**config.mk**
```make
export PLATFORM = sky130hd
export DESIGN_NAME = dmem_lsu
export DESIGN_NICKNAME = d
export VERILOG_FILES = /design/src/rtl/dmem_lsu.sv
export SDC_FILE = /design/constraint.sdc
export NUM_CORES = 1
export LEC_CHECK = 0
export BUFFER_PORTS_ARGS = -buffer_cell sky130_fd_sc_hd__buf_2
export CAP_MARGIN = 20
export CORE_ASPECT_RATIO = 0.5
export CORE_MARGIN = 2
export CORE_UTILIZATION = 45
export DETAILED_ROUTE_END_ITERATION = 10
export PLACE_DENSITY = 0.81
export SETUP_SLACK_MARGIN = 0.15
export SYNTH_ARGS = -nofsm -noshare
export SYNTH_HDL_FRONTEND = slang
export SYNTH_SLANG_ARGS = --single-unit
```
**constraint.sdc**
```tcl
create_clock -name clk -period 2.3 [get_ports clk]
set_input_delay 0.23 -clock clk [delete_from_list [all_inputs] [get_ports clk]]
set_output_delay 0.23 -clock clk [all_outputs]
set_load 0.005 [all_outputs]
```
**src/rtl/dmem_lsu.sv**
```systemverilog
// -----------------------------------------------------------------------------
// dmem_lsu -- load/store unit between a core request port and a single-port-
// per-direction synchronous RAM of 2^ADDR_BIT 32-bit words.
//
// Handles byte, halfword and word accesses. Loads are extracted from the read
// word and zero- or sign-extended. Sub-word stores are read-modify-write.
// Misaligned or illegal-size requests are answered with an error response and
// never touch the RAM. Only one request is in flight at a time.
//
// Ports
//   clk, rst             clock; asynchronous active-high reset
//   req_valid_i/ready_o  request handshake (ready only while idle)
//   req_we_i             1 = store, 0 = load
//   req_addr_i           byte address; word index = addr[ADDR_BIT+1:2]
//   req_size_i           00 byte, 01 half, 10 word, 11 illegal
//   req_unsigned_i       load extension: 1 = zero, 0 = sign
//   req_wdata_i          store data, right-aligned
//   rsp_valid_o          one-cycle response pulse
//   rsp_rdata_o          load result (0 for stores/errors), held between responses
//   rsp_err_o            misaligned / illegal-size flag, held between responses
//   ram_wen_o/waddr_o/wdata_o   RAM write port
//   ram_ren_o/raddr_o           RAM read port
//   ram_rdata_i                 RAM read data, valid the cycle after ram_ren_o
// -----------------------------------------------------------------------------
module dmem_lsu #(
    parameter int ADDR_BIT = 12
) (
    input  logic                clk,
    input  logic                rst,

    input  logic                req_valid_i,
    output logic                req_ready_o,
    input  logic                req_we_i,
    input  logic [31:0]         req_addr_i,
    input  logic [1:0]          req_size_i,
    input  logic                req_unsigned_i,
    input  logic [31:0]         req_wdata_i,

    output logic                rsp_valid_o,
    output logic [31:0]         rsp_rdata_o,
    output logic                rsp_err_o,

    output logic                ram_wen_o,
    output logic [ADDR_BIT-1:0] ram_waddr_o,
    output logic [31:0]         ram_wdata_o,
    output logic                ram_ren_o,
    output logic [ADDR_BIT-1:0] ram_raddr_o,
    input  logic [31:0]         ram_rdata_i
);

    typedef enum logic [1:0] {
        S_IDLE,
        S_ACCESS,
        S_MERGE,
        S_RESP
    } state_e;

    typedef enum logic [1:0] {
        SZ_BYTE = 2'b00,
        SZ_HALF = 2'b01,
        SZ_WORD = 2'b10,
        SZ_ILL  = 2'b11
    } size_e;

    state_e                state_q, state_d;

    // Latched request fields
    logic                  we_q;
    size_e                 size_q;
    logic                  uns_q;
    logic [1:0]            lane_q;
    logic [ADDR_BIT-1:0]   idx_q;
    logic [31:0]           wdata_q;

    // Response registers, updated only on the edge that enters RESP
    logic [31:0]           rdata_q, rdata_d;
    logic                  err_q, err_d;

    logic                  accept;
    logic                  req_bad;
    logic [31:0]           load_data;
    logic [31:0]           store_merged;

    // Address bits above the RAM window are deliberately ignored.
    logic                  unused_addr_bits;
    assign unused_addr_bits = ^req_addr_i[31:ADDR_BIT+2];

    assign accept = req_valid_i && req_ready_o;

    // Misalignment / illegal size, decided from the live request in IDLE.
    always_comb begin
        unique case (size_e'(req_size_i))
            SZ_BYTE: req_bad = 1'b0;
            SZ_HALF: req_bad = req_addr_i[0];
            SZ_WORD: req_bad = (req_addr_i[1:0] != 2'b00);
            default: req_bad = 1'b1;
        endcase
    end

    // Lane extraction and extension of the returned RAM word.
    always_comb begin
        logic [7:0]  byte_sel;
        logic [15:0] half_sel;
        byte_sel  = ram_rdata_i[{lane_q, 3'b000} +: 8];
        half_sel  = lane_q[1] ? ram_rdata_i[31:16] : ram_rdata_i[15:0];
        load_data = ram_rdata_i;
        case (size_q)
            SZ_BYTE: load_data = {{24{~uns_q & byte_sel[7]}}, byte_sel};
            SZ_HALF: load_data = {{16{~uns_q & half_sel[15]}}, half_sel};
            default: load_data = ram_rdata_i;
        endcase
    end

    // Read-modify-write: old word with only the addressed lane replaced.
    always_comb begin
        store_merged = ram_rdata_i;
        if (size_q == SZ_BYTE) begin
            store_merged[{lane_q, 3'b000} +: 8] = wdata_q[7:0];
        end else begin
            store_merged[{lane_q[1], 4'b0000} +: 16] = wdata_q[15:0];
        end
    end

    // Next-state and output decode.
    always_comb begin
        // NOTE: every signal written here gets a default first, so no path
        // through the case statement can leave one unassigned and infer a latch.
        state_d     = state_q;
        rdata_d     = rdata_q;
        err_d       = err_q;
        req_ready_o = 1'b0;
        rsp_valid_o = 1'b0;
        ram_wen_o   = 1'b0;
        ram_waddr_o = '0;
        ram_wdata_o = '0;
        ram_ren_o   = 1'b0;
        ram_raddr_o = '0;

        unique case (state_q)
            S_IDLE: begin
                // Ready is also held low while reset is asserted.
                req_ready_o = !rst;
                if (req_valid_i && !rst) begin
                    if (req_bad) begin
                        state_d = S_RESP;
                        err_d   = 1'b1;
                        rdata_d = '0;
                    end else begin
                        state_d = S_ACCESS;
                    end
                end
            end

            S_ACCESS: begin
                if (we_q && size_q == SZ_WORD) begin
                    // Full-word store needs no read; write and respond.
                    ram_wen_o   = 1'b1;
                    ram_waddr_o = idx_q;
                    ram_wdata_o = wdata_q;
                    err_d       = 1'b0;
                    rdata_d     = '0;
                    state_d     = S_RESP;
                end else begin
                    ram_ren_o   = 1'b1;
                    ram_raddr_o = idx_q;
                    state_d     = S_MERGE;
                end
            end

            S_MERGE: begin
                err_d = 1'b0;
                if (we_q) begin
                    ram_wen_o   = 1'b1;
                    ram_waddr_o = idx_q;
                    ram_wdata_o = store_merged;
                    rdata_d     = '0;
                end else begin
                    rdata_d     = load_data;
                end
                state_d = S_RESP;
            end

            S_RESP: begin
                rsp_valid_o = 1'b1;
                state_d     = S_IDLE;
            end

            default: state_d = S_IDLE;
        endcase
    end

    always_ff @(posedge clk or posedge rst) begin
        // NOTE: state registers use non-blocking assignments so every flop
        // samples pre-edge values, independent of block evaluation order.
        if (rst) begin
            state_q <= S_IDLE;
            rdata_q <= '0;
            err_q   <= 1'b0;
            we_q    <= 1'b0;
            size_q  <= SZ_BYTE;
            uns_q   <= 1'b0;
            lane_q  <= '0;
            idx_q   <= '0;
            wdata_q <= '0;
        end else begin
            state_q <= state_d;
            rdata_q <= rdata_d;
            err_q   <= err_d;
            if (accept) begin
                we_q    <= req_we_i;
                size_q  <= size_e'(req_size_i);
                uns_q   <= req_unsigned_i;
                lane_q  <= req_addr_i[1:0];
                idx_q   <= req_addr_i[ADDR_BIT+1:2];
                wdata_q <= req_wdata_i;
            end
        end
    end

    assign rsp_rdata_o = rdata_q;
    assign rsp_err_o   = err_q;

endmodule

```
After elaboration in Yosys (flattened, before gate mapping):

Cells that the tools add are included.

* output and inout bits: 93
* input bits: 103
* flip-flop bits (word level): 85

* shifts and indexed selects: 5
* muxes and demuxes: 34
* add/subtract/negate cells: 2
* bitwise gates (word level): 3
* reduce and logical (&&, ||, !) cells: 10
* equal/unequal tests: 10

Operators with widths (count)
* $mux 32: 7
* $pmux 32 s2: 2
* $pmux 32 s3: 1
* $bwmux 32: 2
* $mux 12: 4
* $shift 16x7->32 const A: 1
* $shift 8x7->32 const A: 1
* $shiftx 16x7->32: 1
* $shiftx 32x6->8: 1
* $shiftx 8x7->32: 1
* $pmux 12 s2: 1
* $mux 16: 1
* $neg 5->7: 2
* $mux 1: 10
* $eq 2x2->1 const B: 4
* $pmux 2 s4: 1
* $eq 2x1->1 const B: 3
* $logic_not 2->1: 3
* $ne 2x2->1 const B: 3
* $pmux 1 s3: 2
* $mux 2: 2
* $reduce_and 4->1: 1
* $logic_and 1x1->1: 3
* $reduce_bool 3->1: 1
* other kinds (5): 6

Logic depth before layout (Yosys ltp):

Gate-level depths: netlist (run 1).

* depth in word-level cells: 6
* mapped depth: 8
* depth with buffers taken out: 6

Worst setup path after synthesis (run 1):

Ideal clock, no wire load.

* path kind: reg2out
* start: reg lane_q[0]
* end: out ram_wdata_o[0]
* slack: 273 ps
* data arrival time: 1797 ps
* path buffers: 1
* cell stages (with the launch flop): 8
* cell sequence: dfrtp_1 -> buf_2 -> inv_1 -> ha_1 -> nor3b_1 -> a22oi_1 -> o21bai_1 -> a22o_1

* word-level cells in the longest chain between the ends: 6
* elaborated cells between the ends (all ways): 7
* classes of those cells: add/sub (1); shift (2); mux (4)

Ends and longest elaborated chain
* from (decl): line 71 `logic [1:0] lane_q;`
* from (signal assigned): line 213 `lane_q <= req_addr_i[1:0];`
* $neg 5->7 (*): line 118 `store_merged[{lane_q, 3'b000} +: 8] = wdata_q[7:0];`
* $shiftx 8x7->32 / $shift 8x7->32 (equally long branches): line 118
* $bwmux 32 (*): line 118
* $mux 32 (*): line 117 `if (size_q == SZ_BYTE) begin`
* $mux 32 (*): line 172 `if (we_q) begin`
* $pmux 32 s2 (*): line 139 `unique case (state_q)`
* to (decl): line 45 `output logic [31:0] ram_wdata_o,`

Mark *: on every way between the ends. The rest lies on a longest branch, timed or not.

Worst setup path after layout (run 1):

* start: reg lane_q[1]
* end: out ram_wdata_o[11]

* word-level cells in the longest chain between the ends: 6
* elaborated cells between the ends (all ways): 11
* classes of those cells: add/sub (2); shift (4); mux (5)

Ends and longest elaborated chain
* $neg 5->7 (on tied branches): line 120, 118
* $shiftx 16x7->32 (tied with other cells): line 120 `store_merged[{lane_q[1], 4'b0000} +: 16] = wdata_q[15:0];`
* $bwmux 32 (on tied branches): line 120, 118
* $mux 32 (*): line 117
* $mux 32 (*): line 172
* $pmux 32 s2 (*): line 139

Marked as above.

==> implementation parameters, run 1 <==
Parameter                              Value

Place
  Post-Place Cell Area ... 0.00639 sq mm
  GPL Wtd Cong ... 0.938
  Input/output buffers ... 177
  Cell Count Post-Placement ... 792
  HPWL Detailed ... 11,900 um

Die
  I/O pin cnt ... 196
  Die height ... 80.6 um
  Initial cell density of the core ... 47.0%
  Cell row count ... 27
  Core region area ... 0.0112 sq mm
  Die Span X ... 157 um
  Overall die area ... 0.0127 sq mm

Logic synthesis
  Net Count, Synth ... 581
  Cell area after synthesis ... 0.00527 sq mm
  Syn Area/Cell ... 11.2 sq um
  Share of synthesized area occupied by flip-flops and latches ... 40.3%
  Count of distinct cell types in the synthesized netlist ... 55
  Ranking of synthesized cells by instance count ... dfrtp_1, mux2_2, a22o_1
  Flip-flop cell with the highest count after synthesis ... dfrtp_1
  Cell taking the most area after synthesis ... dfrtp_1
  Post-synth top area share ... 40.3%
  Fraction of registers with async set/reset ... 100%
  Number of register bits inferred by synthesis ... 85
  Number of flops mapped to enable cells by yosys ... 0
  Ranking of synthesized cells by area ... dfrtp_1, mux2_2, a22o_1
  Dominant cell by count in the synthesized netlist ... dfrtp_1
  Gate count of the mapped netlist ... 469
  YS warnings ... 0

Drt
  ANT nets after route ... 0
  First-iteration detailed-routing DRC count ... 660
  Pre-antenna DRT Iters ... 6
  Total wire length ... 18,600 um
  Via count normalized by instance count ... 6.08
  DRC violation count after routing ... 0
  Average wire per standard cell ... 22.4 um
  DR vias ... 5,070

Timing
  Min Clock Period, post-route ... 2380 ps
  Transition time at the pin with the least slew margin ... 451 ps
  Post-route clock skew ... 6.65 ps
  Setup slack of the critical path after layout ... -79.8 ps
  Setup_tns ... -220 ps
  Final hold vios ... 0
  Worst hold slack ... 41.4 ps
  Setup repair after global routing missed its margin ... yes
  Max_slew headroom ... 69.9%
  Max-slew violation count ... 0
  Max Freq ... 420 MHz
  Final period utilization ... 103%
  Final number of setup-violating endpoints ... 10

Final layout
  Net count, final ... 781
  Post-route insts no fill ... 834
  Final core utilization ... 64.0%
  Synth-to-Final Area Change ... 36.1%
  Layout cells sized above 1 ... 53.8%
  Cell area after layout ... 0.00718 sq mm

Global routing
  Overall global routing resource usage ... 28.9%
  Via count of the first global-routing pass ... 5,040
  Antenna violations before repair ... 2
  Largest net degree at the start of global routing ... 86
  Congestion Overflow GR ... 0
  Global-route wire length before repair ... 27,700 um

Worst setup path
  Largest driver fanout on the critical path ... 5
  Critical path data arrival time ... 2150 ps
  Launching element type of the critical path ... flip-flop
  Data required time of the worst path ... 2070 ps
  Critical Path End ... ram_wdata_o[11]
  Minimum setup slack among reg-to-reg paths ... 130 ps
  Element type at the critical path end ... output pin
  Critical Path Start ... lane_q[1]
  Worst reg2reg startpoint ... size_q[1]
  End of the worst register-to-register path ... rsp_rdata_o[0]
  Worst r2r path cells ... 6
  Worst Path Class, Setup ... flip-flop to output pin

Pwr
  Pwr Density ... 1440 mW/mm^2
  Peak supply drop ... 0.000742 V
  Leakage power ... 3.59 nW

Status
  Status ... finished, violations left
  Failing checks ... negative setup slack

CTS
  Later-pin clock latency in the skew report ... 340 ps
  Buffer cell driving the clock tree root ... clkbuf_16
  Total clock buffers created by CTS ... 9
  Maximum buffer depth of the clock tree ... 2
  Number of H-tree branching levels ... 3
  Clock-pin slew of the registers on the worst-case setup and hold paths ... 60 ps
  # hold bufs at CTS ... 0
  Clock sink count ... 85
  CTS tree ... done

Hold path
  Type of the worst min-delay path ... primary input to asynchronous set/reset pin

Job
  Max_cap viols ... 0
[sequential cells by signal, summed over array words and instances (netlist names), 2 cells and up]
register and flops:
size_q 2, rsp_rdata_o 32, lane_q 2, idx_q 12
wdata_q 32, state_q 2
[per-layer routing]
layer / share of wire (%) / track usage, %
met2: 47 / 46.2
met4: 5.5 / 14.6
met1: 39 / 35.9
met3: 9.2 / 8.53
met5: 0 / 0
[report_power, final]
part	internal, W	leakage (nW)	switching [W]	total (W)
combinational	0.00291	2.39	0.00291	0.00581
sequential	0.00225	1.06	0.000741	0.00299
clock	0.000891	0.147	0.000604	0.00150
[layout make-up]
type / count / area (sq um)
Clock buffer: 11 / 253
Sequential cell: 85 / 2130
Tap cell: 159 / 199
Inverter: 13 / 55.1
Clock inverter: 4 / 47.5
Antenna cell: 2 / 5.00
Timing Repair Buffer: 226 / 1370
Fill cell: 821 / 4040
Multi-Input combinational cell: 334 / 3110
[worst min path at each step]
| stage | from | endpoint | slack [ps] | depth (start not counted) |
|---|---|---|---|---|
| after floorplan | req_addr_i[2] | idx_q[0] | 380 | 1 |
| after global placement | rst | wdata_q[16] | 410 | 3 |
| after detailed placement | rst | wdata_q[16] | 430 | 3 |
| after CTS | rst | wdata_q[6] | 70 | 3 |
| after global routing | rst | state_q[1] | 80 | 3 |
| final | rst | size_q[0] | 40 | 3 |
[timing repair]
item,CTS,global route
hold endpoints to repair,0,0
pin swaps,11,7
setup buffers,18,6
endpoints found under the setup margin,45,48
cloned,1,0
gates resized for setup,50,11
[kinds of logic after synthesis]
group / share of synthesized area (%)
AO/OA/AOI/OAI: 21.8
AND/OR/NAND/NOR: 13.7
flip-flops: 40.3
multiplexers: 17.2
buffers and inverters: 4.79
adder cells (fa/ha/maj): 2.14
[critical path, stage by stage, from the launching register on]
cell and delay (ps):
dfrtp_2 430, inv_4 70, ha_4 320, nand2_4 60, nor3_4 230, buf_6 160
a32oi_1 110, o22ai_1 240, buf_2 180
[cells in the final DEF, fill, tap and decap left out, types with 12 or more instances in the layout]
| master | netlist | final |
|---|---|---|
| nor2b_1 | 27 | 27 |
| mux2i_1 | 21 | 21 |
| buf_2 | 18 | 176 |
| nand2_1 | 23 | 20 |
| and3_1 | 22 | 22 |
| buf_4 | 0 | 37 |
| dfrtp_1 | 85 | 81 |
| mux2_2 | 59 | 59 |
| a21oi_1 | 17 | 16 |
| a221o_1 | 20 | 20 |
| a22o_1 | 28 | 27 |
| and2_1 | 15 | 13 |
| o21ai_0 | 12 | 12 |
[per-stage QoR]
step | total power [W] | setup slack, ps
2_1_floorplan | 0.00599 | 273
3_3_place_gp | 0.00741 | 120
6_report | 0.0103 | -79.8
4_1_cts | 0.00984 | 44.2
3_5_place_dp | 0.00761 | 60.8
5_1_grt | 0.0108 | -107
Note: power is estimated with default switching activity, not from simulation.
==> inputs of run 2 (changes only) <==
- CELL_PAD_IN_SITES_DETAIL_PLACEMENT: not set -> 0
- CELL_PAD_IN_SITES_GLOBAL_PLACEMENT: not set -> 1
- CORE_UTILIZATION: 45 -> 34
- PLACE_DENSITY: 0.81 -> 0.8
==> run 2 against run 1 <==
The run still ends with negative setup slack left. Critical path depth increased by 1. Clock-buffer cell count decreased by 1. Highest routed layer is now met5. Die area increased by 31%. Total power increased by 5.3%. Design area increased by 5.7%. Core utilization decreased by 14 points. Combinational power increased by 10%. Flip-flop and latch count unchanged.
==> implementation parameters, run 2 (same netlist as run 1, synthesis figures left out) <==
Parameter                              Value

Worst setup path
  Worst r2r path cells ... 9 (+3)
  Minimum setup slack among reg-to-reg paths ... 130 ps (about the same)
  Largest driver fanout on the critical path ... 8 (+3)
  Element type at the critical path end ... output pin
  Data required time of the worst path ... 2070 ps (about the same)
  Worst Path Class, Setup ... flip-flop to output pin
  Critical path data arrival time ... 2090 ps (-60 ps)
  End of the worst register-to-register path ... rsp_rdata_o[13]
  Worst reg2reg startpoint ... state_q[1]
  Launching element type of the critical path ... flip-flop

Hold path
  Type of the worst min-delay path ... primary input to flip-flop
  Startpoint of the most critical hold path ... req_unsigned_i
  Instance count along the most critical hold path ... 2
  Worst Hold End ... uns_q

Timing
  Final number of setup-violating endpoints ... 6 (-4)
  Min Clock Period, post-route ... 2320 ps (-64.0 ps)
  Max Freq ... 432 MHz (+2.8%)
  Setup slack of the critical path after layout ... -15.8 ps (+64.0 ps)
  Max_slew headroom ... 53.2% (-17 points)
  Final hold vios ... 0 (unchanged)
  Final period utilization ... 101% (-2.8 points)
  Setup repair after global routing missed its margin ... yes
  Transition time at the pin with the least slew margin ... 700 ps (+248 ps)
  Post-route clock skew ... 10.5 ps (+3.85 ps)
  Max-slew violation count ... 0 (unchanged)

Pwr
  Internal power component ... 0.00644 W (+6.5%)
  Peak supply drop ... 0.000532 V (-28%)
  Leakage power ... 3.72 nW (+3.6%)
  Share of total power in combinational logic ... 59.0% (+2.6 points)
  Clock power share ... 13.9% (-0.6 points)
  Pwr Density ... 1430 mW/mm^2 (-0.35%)
  Switching part of the total power ... 40.7% (-0.63 points)
  Sequential fraction of design power ... 27.1% (-1.9 points)
  Power dissipated by switching net loads ... 0.00441 W (+3.7%)

CTS
  Later-pin clock latency in the skew report ... 350 ps (about the same)
  Total clock buffers created by CTS ... 9 (unchanged)
  Clock sink count ... 85 (unchanged)
  Number of H-tree branching levels ... 3 (unchanged)
  Clock-pin slew of the registers on the worst-case setup and hold paths ... 70 ps (about the same)
  Buffer cell driving the clock tree root ... clkbuf_16
  CTS tree ... done
  Maximum buffer depth of the clock tree ... 2 (unchanged)

Drt
  Via count normalized by instance count ... 5.44 (-10%)
  Pre-antenna DRT Iters ... 5 (-1)
  Average wire per standard cell ... 20.8 um (-7.2%)
  Total wire length ... 18,600 um (about the same)
  ANT nets after route ... 0 (unchanged)
  First-iteration detailed-routing DRC count ... 329 (-50%)
  DR vias ... 4,886 (-3.6%)
  DRC violation count after routing ... 0 (unchanged)

Place
  Worst slack at placement ... 120 ps (+58.9 ps)
  HPWL Detailed ... 12,500 um (+5.0%)
  Cell Count Post-Placement ... 839 (+5.9%)
  GPL Wtd Cong ... 0.857 (-8.6%)
  Input/output buffers ... 177 (unchanged)

Status
  Failing checks ... negative setup slack
  Status ... finished, violations left

Final layout
  Post-route insts no fill ... 898 (+7.7%)
  Net count, final ... 801 (+2.6%)
  Most used cells in the layout excluding fill and tap cells ... buf_2, dfrtp_1, mux2_2
  Final core utilization ... 49.6% (-14 points)
  Synth-to-Final Area Change ... 43.9%
  Layout cells sized above 1 ... 56.6% (+2.8 points)
  Antenna Diode Count ... 0 (-2)
  Commonest non-fill, non-tap cell in the layout ... buf_2

Die
  Die height ... 92.1 um (+14%)
  Cell row count ... 32 (+19%)
  Initial cell density of the core ... 34.5% (-13 points)
  I/O pin cnt ... 196 (unchanged)
  Die Span X ... 180 um (+15%)
  Overall die area ... 0.0166 sq mm (+31%)
  Core region area ... 0.0153 sq mm (+36%)

Global routing
  Overall global routing resource usage ... 21.4% (-7.5 points)
  Antenna violations before repair ... 1 (-1)
  Via count of the first global-routing pass ... 4,702 (-6.7%)
  Largest net degree at the start of global routing ... 44 (-49%)
  Congestion Overflow GR ... 0 (unchanged)
  Global-route wire length before repair ... 27,400 um (-0.97%)

Job
  Max_cap viols ... 0 (unchanged)
[run 2: worst max-delay path, cell delays in order (launching register included)]
cell	delay, ps
dfrtp_1	410
buf_4	150
buf_8	110
ha_2	180
clkinv_4	60
nor4_4	40
buf_6	130
a221o_1	310
a22o_1	210
buf_2	130
[run 2: cell type report]
class	count	area (sq um)
Clock inverter	6	70.1
Fill cell	1380	7710
Timing Repair Buffer	245	1640
Tap cell	204	255
Sequential cell	85	2130
Clock buffer	10	229
Inverter	13	62.6
Multi-Input combinational cell	335	3200
[run 2: how the worst max path moves through the flow]
stage / end / slack [ps] / startpoint / depth (start not counted)
final: ram_wdata_o[30] / -20 / lane_q[1] / 9
after global routing: ram_wdata_o[24] / -110 / lane_q[1] / 8
after CTS: ram_wdata_o[10] / -8 / lane_q[1] / 9
after detailed placement: ram_wdata_o[12] / 120 / lane_q[1] / 7
after global placement: ram_wdata_o[24] / 130 / lane_q[1] / 7
after floorplan: ram_wdata_o[0] / 270 / lane_q[0] / 7
[run 2: layer usage]
metal	part of all wire (%)	vias to the layer above	global-route usage, %
li1	-	2224	-
met1	44	2408	29.0
met2	47	221	34.9
met3	6.3	31	4.37
met4	1.9	2	5.51
met5	0.059	-	0
[run 2: power groups by stage]
stage               Clock [W]  Combinational, W  Sequential, W
finish                0.00151           0.00641        0.00294
global route          0.00159           0.00683        0.00302
CTS                   0.00152           0.00551        0.00289
detailed placement          0           0.00477        0.00291
global placement            0           0.00466        0.00290
floorplan                   0           0.00330        0.00269
[run 2: repair_timing]
action	CTS	global route
cloned	0	6
hold buffers	1	0
endpoints found under the hold margin	14	0
buffers inserted	21	15
setup endpoints to repair	45	55
pin swaps	19	37
gates resized for setup	56	48
[run 2: per-stage QoR]
stage	setup TNS, ps	cell area (sq um)	hold slack [ps]	power, W
3_3_place_gp	0	6460	264	0.00756
3_5_place_dp	0	6460	269	0.00768
2_1_floorplan	0	5280	381	0.00599
5_1_grt	-1510	7590	107	0.0114
4_1_cts	-15.5	7180	105	0.00993
6_report	-43.3	7590	110	0.0109
